[config.mk]
export PLATFORM = sky130hd
export DESIGN_NAME = edge_ctrl
export DESIGN_NICKNAME = d
export VERILOG_FILES = /design/src/rtl/edge_pkg.sv /design/src/rtl/edge_cfg_regs.sv /design/src/rtl/edge_ctrl.sv
export SDC_FILE = /design/constraint.sdc
export NUM_CORES = 1
export LEC_CHECK = 0
export ABC_AREA = 1
export CAP_MARGIN = 20
export CORE_UTILIZATION = 55
export DETAILED_ROUTE_END_ITERATION = 12
export PLACE_DENSITY = 0.77
export REMOVE_ABC_BUFFERS = 1
export SYNTH_ARGS = -nofsm -noshare
export SYNTH_HDL_FRONTEND = slang
export SYNTH_SLANG_ARGS = --single-unit
[constraint.sdc]
create_clock -name clk -period 2.2 [get_ports clk]
set_input_delay 0.33 -clock clk [delete_from_list [all_inputs] [get_ports clk]]
set_output_delay 0.33 -clock clk [all_outputs]
set_load 0.01 [all_outputs]
[src/rtl/edge_pkg.sv]
// Shared constants and types for the edge-detect frame sequencer.
// Latency: none (declarations only).
// Backpressure: not applicable.
package edge_pkg;

  // Control word layout: [35:32] opcode, [31:0] payload
  localparam int CTRL_W = 36;
  localparam int OP_HI  = 35;
  localparam int OP_LO  = 32;
  localparam int PL_HI  = 31;
  localparam int PL_LO  = 0;
  localparam int DIM_W  = 12;

  localparam logic [3:0] OP_WIDTH  = 4'h1;
  localparam logic [3:0] OP_HEIGHT = 4'h2;
  localparam logic [3:0] OP_THRESH = 4'h3;
  localparam logic [3:0] OP_MODE   = 4'h4;
  localparam logic [3:0] OP_CLRERR = 4'hF;

  typedef enum logic [1:0] {
    ST_IDLE   = 2'd0,
    ST_ACTIVE = 2'd1,
    ST_DRAIN  = 2'd2
  } state_e;

  typedef struct packed {
    logic [DIM_W-1:0] width;
    logic [DIM_W-1:0] height;
    logic [DIM_W-1:0] thresh;
    logic             enable;
  } cfg_t;

  // A frame dimension must leave room for a full 3x3 window and fit the line buffers
  function automatic logic dim_ok(input logic [DIM_W-1:0] v, input int max_v);
    return (v >= 12'd3) && (int'(v) <= max_v);
  endfunction

endpackage

[src/rtl/edge_cfg_regs.sv]
// Shadow/active configuration bank with dimension checking and sticky error flag.
// Latency: a write lands in shadow next cycle; active follows on the cycle apply_i is high.
// Backpressure: none, every control word is accepted.
module edge_cfg_regs
  import edge_pkg::*;
#(
  parameter int MAX_W      = 1920,
  parameter int MAX_H      = 1080,
  parameter int DEF_W      = 1920,
  parameter int DEF_H      = 1080,
  parameter int DEF_THRESH = 50
) (
  input  logic        clk,
  input  logic        rst,
  input  logic        wr_vld_i,
  input  logic [3:0]  wr_op_i,
  input  logic [31:0] wr_pl_i,
  input  logic        apply_i,
  output cfg_t        cfg_o,
  output logic        cfg_err_o
);

  localparam cfg_t CFG_RST = '{width:  DIM_W'(DEF_W),
                               height: DIM_W'(DEF_H),
                               thresh: DIM_W'(DEF_THRESH),
                               enable: 1'b1};

  cfg_t shadow_q, shadow_d;
  cfg_t active_q;
  logic err_q, err_d;
  logic unused_pl;

  // Upper payload bits carry no configuration
  assign unused_pl = ^wr_pl_i[31:12];

  // Decode a control word into the shadow bank; illegal dimensions only raise the error flag
  always_comb begin
    shadow_d = shadow_q;
    err_d    = err_q;
    if (wr_vld_i) begin
      case (wr_op_i)
        OP_WIDTH: begin
          if (dim_ok(wr_pl_i[11:0], MAX_W)) shadow_d.width = wr_pl_i[11:0];
          else                              err_d = 1'b1;
        end
        OP_HEIGHT: begin
          if (dim_ok(wr_pl_i[11:0], MAX_H)) shadow_d.height = wr_pl_i[11:0];
          else                              err_d = 1'b1;
        end
        OP_THRESH: shadow_d.thresh = wr_pl_i[11:0];
        OP_MODE:   shadow_d.enable = wr_pl_i[0];
        OP_CLRERR: err_d = 1'b0;
        default:   ;
      endcase
    end
  end

  // Shadow bank and sticky error track every accepted word
  always_ff @(posedge clk) begin
    if (rst) begin
      shadow_q <= CFG_RST;
      err_q    <= 1'b0;
    end else begin
      shadow_q <= shadow_d;
      err_q    <= err_d;
    end
  end

  // Active bank copies the post-write shadow so a write on the apply cycle itself is included
  always_ff @(posedge clk) begin
    if (rst)          active_q <= CFG_RST;
    else if (apply_i) active_q <= shadow_d;
  end

  assign cfg_o     = active_q;
  assign cfg_err_o = err_q;

endmodule

[src/rtl/edge_ctrl.sv]
// Frame sequencer: pixel col/row tracking, boundary/window flags, post-frame drain, config apply.
// Latency: flags are combinational on the beat; counters and state update on the next edge.
// Backpressure: ready mirrors downstream ready except during drain, where upstream is stalled.
module edge_ctrl
  import edge_pkg::*;
#(
  parameter int MAX_W      = 1920,
  parameter int MAX_H      = 1080,
  parameter int DEF_W      = 1920,
  parameter int DEF_H      = 1080,
  parameter int DEF_THRESH = 50,
  parameter int PIPE_LAT   = 4
) (
  input  logic              clk,
  input  logic              rst,
  input  logic [CTRL_W-1:0] control_in_data,
  input  logic              control_in_valid,
  input  logic              video_in_valid,
  input  logic              video_out_ready,
  output logic              video_in_ready,
  output logic [DIM_W-1:0]  pix_col,
  output logic [DIM_W-1:0]  pix_row,
  output logic              sof,
  output logic              eol,
  output logic              eof,
  output logic              win_valid,
  output logic              flush,
  output logic [DIM_W-1:0]  threshold,
  output logic              bypass,
  output logic              busy,
  output logic              cfg_err
);

  localparam int         DW       = (PIPE_LAT > 1) ? $clog2(PIPE_LAT) : 1;
  localparam logic [DW-1:0] DRN_INIT = DW'(PIPE_LAT - 1);

  state_e           state_q, state_d;
  logic [DIM_W-1:0] col_q, col_d, row_q, row_d;
  logic [DW-1:0]    drn_q, drn_d;
  cfg_t             cfg;
  logic             beat, tracking, trk_beat;
  logic             at_eol, at_last_row;
  logic             drain_last, apply;

  edge_cfg_regs #(
    .MAX_W      (MAX_W),
    .MAX_H      (MAX_H),
    .DEF_W      (DEF_W),
    .DEF_H      (DEF_H),
    .DEF_THRESH (DEF_THRESH)
  ) u_cfg (
    .clk       (clk),
    .rst       (rst),
    .wr_vld_i  (control_in_valid),
    .wr_op_i   (control_in_data[OP_HI:OP_LO]),
    .wr_pl_i   (control_in_data[PL_HI:PL_LO]),
    .apply_i   (apply),
    .cfg_o     (cfg),
    .cfg_err_o (cfg_err)
  );

  assign beat        = video_in_valid & video_in_ready;
  assign trk_beat    = beat & tracking;
  assign at_eol      = (col_q == cfg.width - 12'd1);
  assign at_last_row = (row_q == cfg.height - 12'd1);

  assign sof       = trk_beat & (col_q == '0) & (row_q == '0);
  assign eol       = trk_beat & at_eol;
  assign eof       = eol & at_last_row;
  assign win_valid = trk_beat & (col_q >= 12'd2) & (row_q >= 12'd2);

  // Config may change only between frames: in IDLE unless a frame is starting, or at drain exit
  assign apply = ((state_q == ST_IDLE) & ~trk_beat) | drain_last;

  assign pix_col   = col_q;
  assign pix_row   = row_q;
  assign threshold = cfg.thresh;
  assign bypass    = ~cfg.enable;

  // State register
  always_ff @(posedge clk) begin
    if (rst) state_q <= ST_IDLE;
    else     state_q <= state_d;
  end

  // Next state: a tracked beat opens a frame, the eof beat starts the drain, drain runs out to IDLE
  always_comb begin
    state_d = state_q;
    case (state_q)
      ST_IDLE:   if (trk_beat)   state_d = ST_ACTIVE;
      ST_ACTIVE: if (eof)        state_d = ST_DRAIN;
      ST_DRAIN:  if (drain_last) state_d = ST_IDLE;
      default:                   state_d = ST_IDLE;
    endcase
  end

  // State-decoded outputs; drain stalls upstream while the datapath is clocked empty
  always_comb begin
    video_in_ready = video_out_ready;
    flush          = 1'b0;
    busy           = 1'b0;
    tracking       = 1'b0;
    drain_last     = 1'b0;
    case (state_q)
      ST_IDLE:   tracking = cfg.enable;
      ST_ACTIVE: begin
        busy     = 1'b1;
        tracking = 1'b1;
      end
      ST_DRAIN: begin
        busy           = 1'b1;
        flush          = 1'b1;
        video_in_ready = 1'b0;
        drain_last     = (drn_q == '0);
      end
      default: ;
    endcase
  end

  // Position counters advance on tracked beats only; the eof beat wraps both to zero
  always_comb begin
    col_d = col_q;
    row_d = row_q;
    if (trk_beat) begin
      if (at_eol) begin
        col_d = '0;
        row_d = at_last_row ? '0 : row_q + 12'd1;
      end else begin
        col_d = col_q + 12'd1;
      end
    end
  end

  // Drain length counter, loaded on the eof beat and counted down regardless of downstream ready
  always_comb begin
    drn_d = drn_q;
    if (eof)                                       drn_d = DRN_INIT;
    else if ((state_q == ST_DRAIN) && (drn_q != '0)) drn_d = drn_q - 1'b1;
  end

  // Counter registers
  always_ff @(posedge clk) begin
    if (rst) begin
      col_q <= '0;
      row_q <= '0;
      drn_q <= '0;
    end else begin
      col_q <= col_d;
      row_q <= row_d;
      drn_q <= drn_d;
    end
  end

endmodule

Word level (Yosys, flattened, before mapping)
Cells that the tools add are included.
Storage, ports and cells
  bits in registers: 103
  output and inout port bits: 45
  word-level logic and storage cells: 86
Cells by class
  $add $sub $neg: 5
  magnitude comparators: 5
  equality and inequality tests: 14
  muxes and demuxes: 23
  bitwise operators: 12
  reduce and logical (&&, ||, !) cells: 14
Operator list (count)
  12-bit 2-to-1 mux: 7
  37-bit 2-to-1 mux: 1
  12-bit by 2-bit greater-or-equal comparator with 1-bit output (second input constant): 3
  12-bit by 1-bit adder with 12-bit output (second input constant): 2
  12-bit equality test: 2
  12-bit by 11-bit <= comparator with 1-bit output (second input constant): 2
  12-bit zero test: 2
  12-bit by 1-bit subtractor with 12-bit output (second input constant): 2
  2-bit 2-to-1 mux: 5
  2-bit != test (second input constant): 5
  1-bit AND: 9
  4-bit by 2-bit equality test with 1-bit output (second input constant): 2
  1-bit 2-to-1 mux: 7
  2-bit case mux with 3 select lines: 1
  4-bit by 1-bit equality test with 1-bit output (second input constant): 1
  4-bit by 3-bit equality test with 1-bit output (second input constant): 1
  4-bit equality test (second input constant): 1
  2-bit zero test: 2
  4-bit AND reduction: 1
  2-bit nonzero test: 2
  1-bit logical AND: 3
  1-bit case mux with 3 select lines: 1
  3-bit AND reduction: 1
  3-bit nonzero test: 1
  8 further kinds: 9

Logic depth before layout (Yosys ltp)
  word-level depth: 8
  depth in mapped cells: 17

By module
Synthesis repeated with hierarchy kept, for this count alone.
Unflattened totals
  cells, all modules: 926
  area total of the unflattened synthesis: 6047.0 µm²
By module, submodules not included
  edge_cfg_regs: times used 1, cells each 424, area each 3148.0 µm², sequential area each 1501.4 µm²
  edge_ctrl: times used 1, cells each 502, area each 2899.0 µm², sequential area each 560.5 µm²

Worst setup path before layout
No wires, ideal clock.
  path type: reg-to-output
  start: reg state_q[0]
  end: out eof
  arrival time: 1895 ps
  data required time: 1870 ps
  setup slack: -25 ps
  stages on the path, launching flop included: 14
  path buffers: 0
  path through: dfxtp_1 > inv_1 > ha_1 > nor2_4 > nand2_2 > nor2_4 > nand2_1 > nor2_1 > nand2_1 > nor2_1 > nand3b_1 > nor2_4 > nand2_4 > inv_1
On the way
  longest elaborated chain between the ends: 6
  elaborated cells on any way between the ends: 9
Ends and longest elaborated chain
  start: declaration: RTL line edge_ctrl.sv:37  | state_e state_q, state_d;
  start signal: assignment: RTL line edge_ctrl.sv:83  | else state_q <= state_d;
  2-bit equality test: RTL line edge_ctrl.sv:104  | case (state_q)
  1-bit 2-to-1 mux: RTL line edge_ctrl.sv:104
  net video_in_ready: RTL line edge_ctrl.sv:20  | output logic video_in_ready,
  1-bit AND: RTL line edge_ctrl.sv:62  | assign beat = video_in_valid & video_in_ready;
  1-bit AND: RTL line edge_ctrl.sv:63  | assign trk_beat = beat & tracking;
  1-bit AND: RTL line edge_ctrl.sv:68  | assign eol = trk_beat & at_eol;
  net eol: RTL line edge_ctrl.sv:24  | output logic eol,
  1-bit AND: RTL line edge_ctrl.sv:69  | assign eof = eol & at_last_row;
  end: declaration: RTL line edge_ctrl.sv:25  | output logic eof,
The timed path passes the listed nets, and every way through them passes these cells.

Worst setup path in the final report
  start: reg u_cfg.active_q, in the netlist u_cfg.cfg_o[28]
  end: out eof
On the way
  longest elaborated chain between the ends: 4
Ends and longest elaborated chain
  start: declaration: RTL line edge_cfg_regs.sv:29  | cfg_t active_q;
  start signal: assignment: RTL line edge_cfg_regs.sv:72  | else if (apply_i) active_q <= shadow_d;
  12-bit by 1-bit subtractor with 12-bit output: RTL line edge_ctrl.sv:64  | assign at_eol = (col_q == cfg.width - 12'd1);
  12-bit equality test: RTL line edge_ctrl.sv:64
  1-bit AND: RTL line edge_ctrl.sv:68
  1-bit AND: RTL line edge_ctrl.sv:69
No other way between the ends.

==> flow_metrics.env <==
export IMPL_status="finished, violations left"
export IMPL_cp_slowest_stage_delay_ns=0.37
export IMPL_violations="setup timing"
export IMPL_cp_buffers_inverters=3
export IMPL_clkPwrFrac=0.147
export IMPL_crit_type="reg2out"
export IMPL_clk_path_buf_depth=2
export IMPL_syn_inst=835
export IMPL_vdd_drop_max_mv=0.871
export IMPL_cts_root_buf="clkbuf_8"
export IMPL_routedWlPerCell_um=13.8
export IMPL_drcViolationCount=0
export IMPL_diodes=0
export IMPL_yosysMostFrequentCell="nand2_1"
export IMPL_hold_end="u_cfg.shadow_q[24]$_SDFF_PP0_"
export IMPL_synth_largest_area_cell="dfxtp_1"
export IMPL_clk_pin_slew_worst_paths_ns=0.10
export IMPL_wl_mm=15.9
export IMPL_synth_area_leaders="dfxtp_1, nand2_1, nor2_1"
export IMPL_reg2reg_depth=15
export IMPL_cp_cell_sequence="nor2_1, nand2_1, o21ai_0, nand3_1, nor2_1, nand3b_1, nor2_4, buf_6, nand2_4, inv_2, buf_6"
export IMPL_finalWeightedCongestion=0.929
export IMPL_synth_edf_count=0
export IMPL_crit_family="simple AND/OR/NAND/NOR gates"
export IMPL_hp_start="u_cfg.shadow_q[24]$_SDFF_PP0_"
export IMPL_setup_viol=4
export IMPL_clock_sinks=103
export IMPL_relSlewSlack=0.669
export IMPL_pwr_share_seq=0.291
export IMPL_cts_tree="yes"
export IMPL_fp_coreArea_um2=9860
export IMPL_antenna_left=0
export IMPL_period_minus_slack_ns=2.55
export IMPL_rsz0062_at_grt="yes"
export IMPL_cts_buffers_inserted=9
export IMPL_rows=36
export IMPL_p_leak_uw=0.00369
export IMPL_internal_power_uw=5100
export IMPL_synth_cell_types=41
export IMPL_finalHoldViolations=0
export IMPL_synth_area_um2=5670
export IMPL_start_kind="flip-flop"
export IMPL_die_area_um2=10700
export IMPL_swShare=0.417
export IMPL_grt_max_degree=40
export IMPL_hold_depth=2
export IMPL_clock_skew_ns=0.0141
export IMPL_reg2reg_setup_slack_ns=-0.02
export IMPL_power_density_nw_per_um2=1110
export IMPL_grt_pass1_vias=5524
export IMPL_p_switching_uw=3640
export IMPL_finalCritPeriodShare=1.16
export IMPL_whs_ns=0.469
export IMPL_fmax_mhz=391
export IMPL_end_kind="output port"
export IMPL_drive_gt1_frac=0.241
export IMPL_ctsHoldBuffers=0
export IMPL_report_final_slew_viol_count=0
export IMPL_register_area_um2=2070
export IMPL_layout_nets=1066
export IMPL_r2r_start="u_cfg.cfg_o[25]$_SDFFE_PP0P_"
export IMPL_arrival_ns=2.22
export IMPL_placed_cell_area_um2=7280
export IMPL_die_x_um=104
export IMPL_ys_seq_area_frac=0.364
export IMPL_fin_area_um2=7880
export IMPL_hold_path_class="reg2reg"
export IMPL_syn_area_per_cell_um2=6.79
export IMPL_grt_overflow_total=0
export IMPL_syn_to_final_growth_pct=39.0
export IMPL_crit_fanout=4
export IMPL_worstMarginPinSlew_ns=0.492
export IMPL_io_buffers=65
export IMPL_drv_cap=0
export IMPL_synth_seq_cells=103
export IMPL_grt_pass1_wl_mm=25.8
export IMPL_die_h_um=104
export IMPL_ios=86
export IMPL_critPathSlowestCell="dfxtp_1"
export IMPL_setup_ws_ns=-0.354
export IMPL_nFillCells=699
export IMPL_antenna_found_initial=0
export IMPL_drt_iter0_drc=292
export IMPL_start_util=0.574
export IMPL_dp_hpwl_mm=11.7
export IMPL_first_pass_iters=5
export IMPL_grt_total_usage=0.299
export IMPL_synth_main_ff_cell="dfxtp_1"
export IMPL_ys_async_sr_fraction=0
export IMPL_multi_input_area_um2=3340
export IMPL_ys_warn_count=0
export IMPL_worstPathRequired_ns=1.87
export IMPL_htree_num_levels=3
export IMPL_pwr_share_comb=0.562
export IMPL_synth_top_cell_area_share=0.364
export IMPL_r2r_end="pix_row[6]$_SDFFE_PP0P_"
export IMPL_vias_per_cell=5.17
export IMPL_clkLatencyLatePin_ns=0.39
export IMPL_synthTopCellsByCount="nand2_1, dfxtp_1, nor2_1"
export IMPL_routed_via_count=5950
==> power groups by stage <==
stage	Combinational [uW]	Sequential (uW)	Clock [uW]
global route	5400	2590	1380
detailed placement	4240	2560	0
finish	4910	2550	1290
floorplan	2310	2590	0
global placement	4150	2540	0
CTS	4510	2530	1300
==> how the worst max path moves through the flow <==
stage,from,endpoint,depth (start not counted)
after floorplan,state_q[0]$_SDFFE_PP0P_,u_cfg.cfg_o[35]$_SDFFE_PP1P_,9
after global placement,video_out_ready,eol,13
final,u_cfg.cfg_o[28]$_SDFFE_PP0P_,eof,11
after CTS,u_cfg.cfg_o[26]$_SDFFE_PP0P_,eol,14
after global routing,u_cfg.cfg_o[25]$_SDFFE_PP0P_,eof,12
after detailed placement,video_out_ready,eol,13
==> cells in the final DEF, fill, tap and decap left out, types with 3 or more instances in the layout <==
master	netlist	routed
a21oi_1	46	42
a21oi_2	0	4
buf_4	12	126
buf_6	2	7
clkbuf_8	0	9
clkdlybuf4s50_1	0	61
dfxtp_1	103	96
dfxtp_2	0	7
ha_1	13	9
ha_4	0	3
inv_1	98	89
inv_2	3	10
mux2i_1	3	3
nand2_1	215	203
nand2_2	3	11
nand2_4	2	5
nand3_1	54	50
nand3_2	2	5
nand3b_1	4	4
nand4_1	9	9
nor2_1	101	97
nor2_2	5	5
nor2_4	6	10
nor3_1	17	14
nor4_1	10	3
nor4_2	0	4
nor4_4	0	3
o211ai_1	11	11
o21ai_0	38	35
o21ai_1	2	4
o21bai_1	3	3
or2_2	8	8
xnor2_1	7	6
xor2_1	24	23
==> registers in the layout (all words and copies together) (netlist names) <==
signal	count
u_cfg.cfg_o	37
pix_col	12
state_q	2
u_cfg.cfg_err_o	1
u_cfg.shadow_q	37
pix_row	12
drn_q	2
==> tightest hold or removal path, cell delays in order (launching register included) <==
cell and delay [ns]:
dfxtp_1 0.32, nand2_1 0.08, nor2_1 0.04
==> cell families after synthesis <==
logic type      share of synthesized area
flops                               0.364
mux                               0.00530
buf+inv                            0.0998
simple gates                        0.346
compound gates                      0.105
xor+xnor                           0.0519
fa+ha+maj                          0.0287
==> layout make-up <==
class / count / area share
clock buffers: 9 / 0.0157
clock inverters: 7 / 0.0114
inverters: 101 / 0.0491
multi-input cells: 598 / 0.424
flip-flops and latches: 103 / 0.263
well taps: 133 / 0.0211
repair buffers: 199 / 0.216
==> what timing repair did <==
action,in CTS,in global routing
gates resized for setup,48,61
pin swaps,10,25
endpoints found under the setup margin,24,49
setup buffers,10,3
==> stage by stage <==
step	setup slack [ns]	total power (uW)	utilization	std cells	setup TNS, ns
floorplan	-1.64	4900	-	802	-42.25
global placement	-0.402	6690	0.738	1126	-4.14
detailed placement	-0.434	6800	0.738	1126	-5.36
CTS	-0.316	8340	0.778	1152	-1.25
global route	-0.438	9370	0.798	1150	-1.72
finish	-0.354	8740	0.798	1150	-0.650
==> per-layer routing <==
| metal | vias up | GRT usage | share of wire |
|---|---|---|---|
| met5 | - | 0 | 0 |
| met4 | 0 | 0.105 | 0.024 |
| met3 | 29 | 0.0566 | 0.047 |
| met2 | 180 | 0.516 | 0.48 |
| met1 | 2730 | 0.372 | 0.45 |
| li1 | 3011 | - | - |
No activity file was read; power rests on OpenSTA's default activity.
==> RTL change 1, RTL diff (same settings) <==
Reset style: asynchronous (`rst`), changed in 4 clocked blocks.
--- a/src/rtl/edge_cfg_regs.sv
+++ b/src/rtl/edge_cfg_regs.sv
@@ -56,7 +56,7 @@
   end
 
   // Shadow bank and sticky error track every accepted word
-  always_ff @(posedge clk) begin
+  always_ff @(posedge clk or posedge rst) begin
     if (rst) begin
       shadow_q <= CFG_RST;
       err_q    <= 1'b0;
@@ -67,7 +67,7 @@
   end
 
   // Active bank copies the post-write shadow so a write on the apply cycle itself is included
-  always_ff @(posedge clk) begin
+  always_ff @(posedge clk or posedge rst) begin
     if (rst)          active_q <= CFG_RST;
     else if (apply_i) active_q <= shadow_d;
   end
--- a/src/rtl/edge_ctrl.sv
+++ b/src/rtl/edge_ctrl.sv
@@ -78,7 +78,7 @@
   assign bypass    = ~cfg.enable;
 
   // State register
-  always_ff @(posedge clk) begin
+  always_ff @(posedge clk or posedge rst) begin
     if (rst) state_q <= ST_IDLE;
     else     state_q <= state_d;
   end
@@ -139,7 +139,7 @@
   end
 
   // Counter registers
-  always_ff @(posedge clk) begin
+  always_ff @(posedge clk or posedge rst) begin
     if (rst) begin
       col_q <= '0;
       row_q <= '0;
Function: differs if rst is asserted again (counterexample within 4 cycles, from zero or initial values and one cycle with rst high); with rst held inactive, the same outputs for 4 cycles.
==> RTL change 1 against the original RTL <==
The flow still finishes with violations (setup timing). First-iteration DRC count is 19% higher. Power increased by 12%. Synthesized area is 9.1% higher. Largest power group unchanged. Worst setup slack gained 0.071 ns. Final area is 8.1% higher. Sequential share of layout area up 4.4 points. Global-route usage decreased by 0.77 points. Maximum frequency is 2.8% higher. Register-to-register slack improved by 0.02 ns. Sequential cell count unchanged. Routed wire length grew 6.3%.
==> RTL change 1: results (changes against the original RTL) <==
Status: finished with violations
Failing checks: setup timing
Setup violators final: 4 (unchanged)
Vias in the first global route: 5754 (+4.2%)
Synth area leaders: dfrtp_1, nand2_1, dfstp_2, inv_1, nor2_1
DR vias: 6067 (+2.0%)
Maximum vdd drop: 0.000775 V (-11%)
Final RePlAce weighted congestion: 0.938 (+0.99%)
Power Internal: 5.59 mW (+9.5%)
Setup WS pre-CTS: -0.344 ns (+0.0908 ns)
Pre-Repair DR Iteration Count: 5 (unchanged)
Commonest cells post-synth: nand2_1, inv_1, dfrtp_1
Setup Skew: 0.0141 ns (-0.0000233 ns)
Fraction of layout cells with a size suffix above 1: 29.3% (+5.2 points)
Largest net degree at the start of global routing: 35 (-13%)
HP Class: primary input to async pin
Fill cells: 777 (+11%)
Dpl cells: 1122 (-0.36%)
Placed Area: 7800 um2 (+7.2%)
Setup_tns: -0.594 ns (+0.0558 ns)
Final net count: 1065 (-0.094%)
Synthesized area per cell: 7.50 um2 (+10%)
Post-synthesis sequential area ratio: 42.2% (+5.8 points)
Clock-pin slew on the worst setup and hold paths: 0.12 ns (+0.02 ns)
Cts bufs inserted: 9 (unchanged)
Yosys cell types: 44 (+7.3%)
Max Buffers Root-to-Sink: 2 (unchanged)
First-pass GRT wire length: 26.6 mm (+3.2%)
Wirelength per Cell: 14.6 um (+5.7%)
PnR worst setup slack: -0.284 ns (+0.0707 ns)
Final Cell Area: 8510 um2 (+8.1%)
Gr usage total: 29.1% (-0.77 points)
Pleak: 4.20 nW (+14%)
Final WL: 16.9 mm (+6.3%)
Worst-margin pin slew: 0.445 ns (-0.0476 ns)
DRT iter0 DRCs: 347 (+19%)
WP data arrival: 2.15 ns (-0.07 ns)
Synth async-reset ratio: 100% (+100 points)
Final Max Tran Viols: 0 (unchanged)
Dpl hpwl: 12.1 mm (+3.6%)
==> RTL change 1: power by group through the flow <==
stage / clock [mW] / sequential [mW] / combinational, mW
after CTS: 1.28 / 2.96 / 5.04
final: 1.25 / 3.02 / 5.56
after global placement: 0 / 2.96 / 4.73
after detailed placement: 0 / 2.98 / 4.89
after global routing: 1.34 / 3.08 / 6.09
after floorplan: 0 / 3.01 / 2.61
==> RTL change 1: cells by family (layout without fill, tap and decap cells) <==
family / Yosys count / in the layout / share of synthesized area (%)
AO/OA/AOI/OAI: 90 / 90 / 9.43
XOR/XNOR: 28 / 28 / 3.97
adder cells (fa/ha/maj): 13 / 13 / 2.63
buffers and inverters: 137 / 328 / 9.47
flip-flops: 103 / 103 / 42.2
multiplexers: 1 / 1 / 0.162
AND/OR/NAND/NOR: 453 / 453 / 32.2
==> RTL change 1: metal layers <==
metal  vias to the layer above  global-route usage [%]  routed length, um
met5                         -                       0                  0
met4                         0                    11.2                433
met3                        28                    5.79                847
met2                       179                    48.3               8190
met1                      2874                    37.5               7450
li1                       2986                       -                  -
==> RTL change 1: worst max-delay path: stages (launching register included) <==
cell	delay, ns
dfrtp_1	0.41
inv_2	0.09
ha_4	0.16
nand2_2	0.07
nor2_1	0.08
nand2_1	0.05
nand2_1	0.07
nand2_1	0.05
nor2_1	0.10
nand2_1	0.10
nor2_4	0.16
nand3_2	0.14
nor2_4	0.15
buf_6	0.12
==> RTL change 1: worst paths after layout <==
kind / from / to / slack (ns) / depth (start not counted)
max in group asynchronous: rst / u_cfg.cfg_o[18] / 1.26 / 3
min: rst / pix_col[3] / 0.29 / 2
min in group clk: u_cfg.cfg_o[6] / u_cfg.cfg_o[6] / 0.48 / 2
min reg2reg: u_cfg.cfg_o[6] / u_cfg.cfg_o[6] / 0.48 / 2
max: u_cfg.cfg_o[26] / eol / -0.28 / 13
max reg2reg: state_q[1] / pix_col[11] / 0 / 16
==> RTL change 1: cell type report <==
type,count,share of cell area (%)
flip-flops and latches,103,30.7
well taps,140,2.06
clock inverters,7,1.00
repair buffers,204,20.9
inverters,108,4.82
clock buffers,9,1.46
multi-input cells,585,39.1
==> RTL change 1: what timing repair did <==
item | CTS | global route
endpoints found under the setup margin | 13 | 33
pin swaps | 14 | 33
hold endpoints to repair | 0 | 0
setup buffers | 8 | 11
resized for setup | 39 | 74
==> RTL change 2, RTL diff (same settings) <==
Without the edit above. `DEF_H` is set to 1080 in 2 places; all go to 540.
--- a/src/rtl/edge_cfg_regs.sv
+++ b/src/rtl/edge_cfg_regs.sv
@@ -7,7 +7,7 @@
   parameter int MAX_W      = 1920,
   parameter int MAX_H      = 1080,
   parameter int DEF_W      = 1920,
-  parameter int DEF_H      = 1080,
+  parameter int DEF_H      = 540,
   parameter int DEF_THRESH = 50
 ) (
   input  logic        clk,
--- a/src/rtl/edge_ctrl.sv
+++ b/src/rtl/edge_ctrl.sv
@@ -7,7 +7,7 @@
   parameter int MAX_W      = 1920,
   parameter int MAX_H      = 1080,
   parameter int DEF_W      = 1920,
-  parameter int DEF_H      = 1080,
+  parameter int DEF_H      = 540,
   parameter int DEF_THRESH = 50,
   parameter int PIPE_LAT   = 4
 ) (
Formal check against the unedited RTL: no difference found for any inputs over 4 cycles, from zero or initial values and one cycle with rst high; that may be too few to reach the edited logic, so the function may still have changed.
==> RTL change 2 against the original RTL <==
The flow still finishes with violations (setup timing). Routed wire length grew 5.8%. Power decreased by 2.3%. Combinational power down 3%. Final area up 1.5%. Die area is 0.37% higher. Sequential cell count is the same. Worst setup slack improved by 0.0070 ns. Synthesized area up 0.38%. Largest power group unchanged. Highest routed layer unchanged.
==> RTL change 2: results (changes against the original RTL) <==
Pre-Repair DR Iteration Count: 5 (unchanged)
Final std cells w/o fill: 1159 (+0.78%)
Final net count: 1075 (+0.84%)
Post-synthesis sequential area ratio: 36.3% (-0.14 points)
Setup_tns: -0.674 ns (-0.0245 ns)
Htree depth: 3 (unchanged)
Setup Skew: 0.0168 ns (+0.00265 ns)
Setup violators final: 5 (+1)
Worst setup path startpoint: u_cfg.cfg_o[25]
Synthesized area per cell: 6.80 um2 (+0.14%)
Dpl hpwl: 12.3 mm (+5.8%)
Placed Area: 7350 um2 (+0.98%)
Failing checks: setup timing
Slew margin rel.: 58.4% (-8.5 points)
DRT iter0 DRCs: 315 (+7.9%)
Hold Startpoint: u_cfg.shadow_q[36]
Synth area leaders: dfxtp_1, nand2_1, inv_1, nor2_1, nand3_1
Crit path max-delay cell type: dfxtp_2
Synth async-reset ratio: 0% (unchanged)
Diodes inserted: 0 (unchanged)
Clock-pin slew on the worst setup and hold paths: 0.11 ns
Worst-Skew Late Latency: 0.40 ns
Cts bufs inserted: 9 (unchanged)
Setup WS pre-CTS: -0.460 ns (-0.0261 ns)
DR vias: 6119 (+2.8%)
PnR worst setup slack: -0.347 ns (+0.00702 ns)
CP Max Fanout: 3 (-1)
Commonest cells post-synth: nand2_1, dfxtp_1, inv_1
Wirelength per Cell: 14.5 um (+5.0%)
Yosys cell types: 43 (+4.9%)
Clock Tree Root: clkbuf_8
Status: finished with violations
Vias in the first global route: 5859 (+6.1%)
Max Buffers Root-to-Sink: 2 (unchanged)
Maximum vdd drop: 0.000764 V (-12%)
Largest net degree at the start of global routing: 40 (unchanged)
HP Class: flop to flop
Final RePlAce weighted congestion: 0.960 (+3.4%)
WP data arrival: 2.22 ns (about the same)
Pleak: 3.76 nW (+1.9%)
Fraction of layout cells with a size suffix above 1: 26.4% (+2.3 points)
First-pass GRT wire length: 27.4 mm (+6.1%)
Gr usage total: 31.6% (+1.7 points)
Synth Warn #: 0 (unchanged)
## RTL change 2: worst paths after layout
check / end / slack [ns] / depth (start not counted)
setup / recovery: eof / -0.35 / 15
hold / removal: u_cfg.shadow_q[36] / 0.46 / 2
setup reg to reg: state_q[0] / -0.01 / 18
hold reg to reg: u_cfg.shadow_q[36] / 0.46 / 2
## RTL change 2: layer usage
layer  global-route usage (%)  share of wire (%)  routed length [um]
met1                     37.4                 42                7060
met2                     55.8                 50                8390
met3                     6.61                5.1                 855
met4                     12.4                3.2                 536
met5                        0                  0                   0
## RTL change 2: layout make-up
| cell class | instances | area (um2) |
|---|---|---|
| Clock inverter | 6 | 62.6 |
| Timing Repair Buffer | 205 | 1760 |
| Multi-Input combinational cell | 601 | 3400 |
| Sequential cell | 103 | 2080 |
| Fill cell | 704 | 1920 |
| Tap cell | 133 | 166 |
| Inverter | 101 | 387 |
| Clock buffer | 10 | 128 |
## RTL change 2: critical path: cells and delay by family, from the launching register on
kind | cells | cell delay [ns]
buffers and inverters | 4 | 0.25
flip-flops | 1 | 0.36
adder cells (fa/ha/maj) | 1 | 0.27
AND/OR/NAND/NOR | 10 | 0.92
## RTL change 2: what timing repair did
item	4_1_cts	5_1_grt
gates cloned	1	0
gates resized for setup	54	75
buffers inserted	4	7
endpoints found under the setup margin	31	41
pin swaps	10	36
## RTL change 2: power by group
group	internal [mW]	switching (mW)
combinational	2.21	2.56
clock	0.444	0.737
sequential	2.25	0.343
## RTL change 2: cell families (layout without fill, tap and decap cells)
group,after synthesis,in the layout,synth area share (%)
AND/OR/NAND/NOR,445,446,34.9
buffers and inverters,134,322,9.94
AO/OA/AOI/OAI,108,108,10.4
flip-flops,103,103,36.3
XOR/XNOR,32,32,5.30
adder cells (fa/ha/maj),13,13,2.86
multiplexers,2,2,0.352
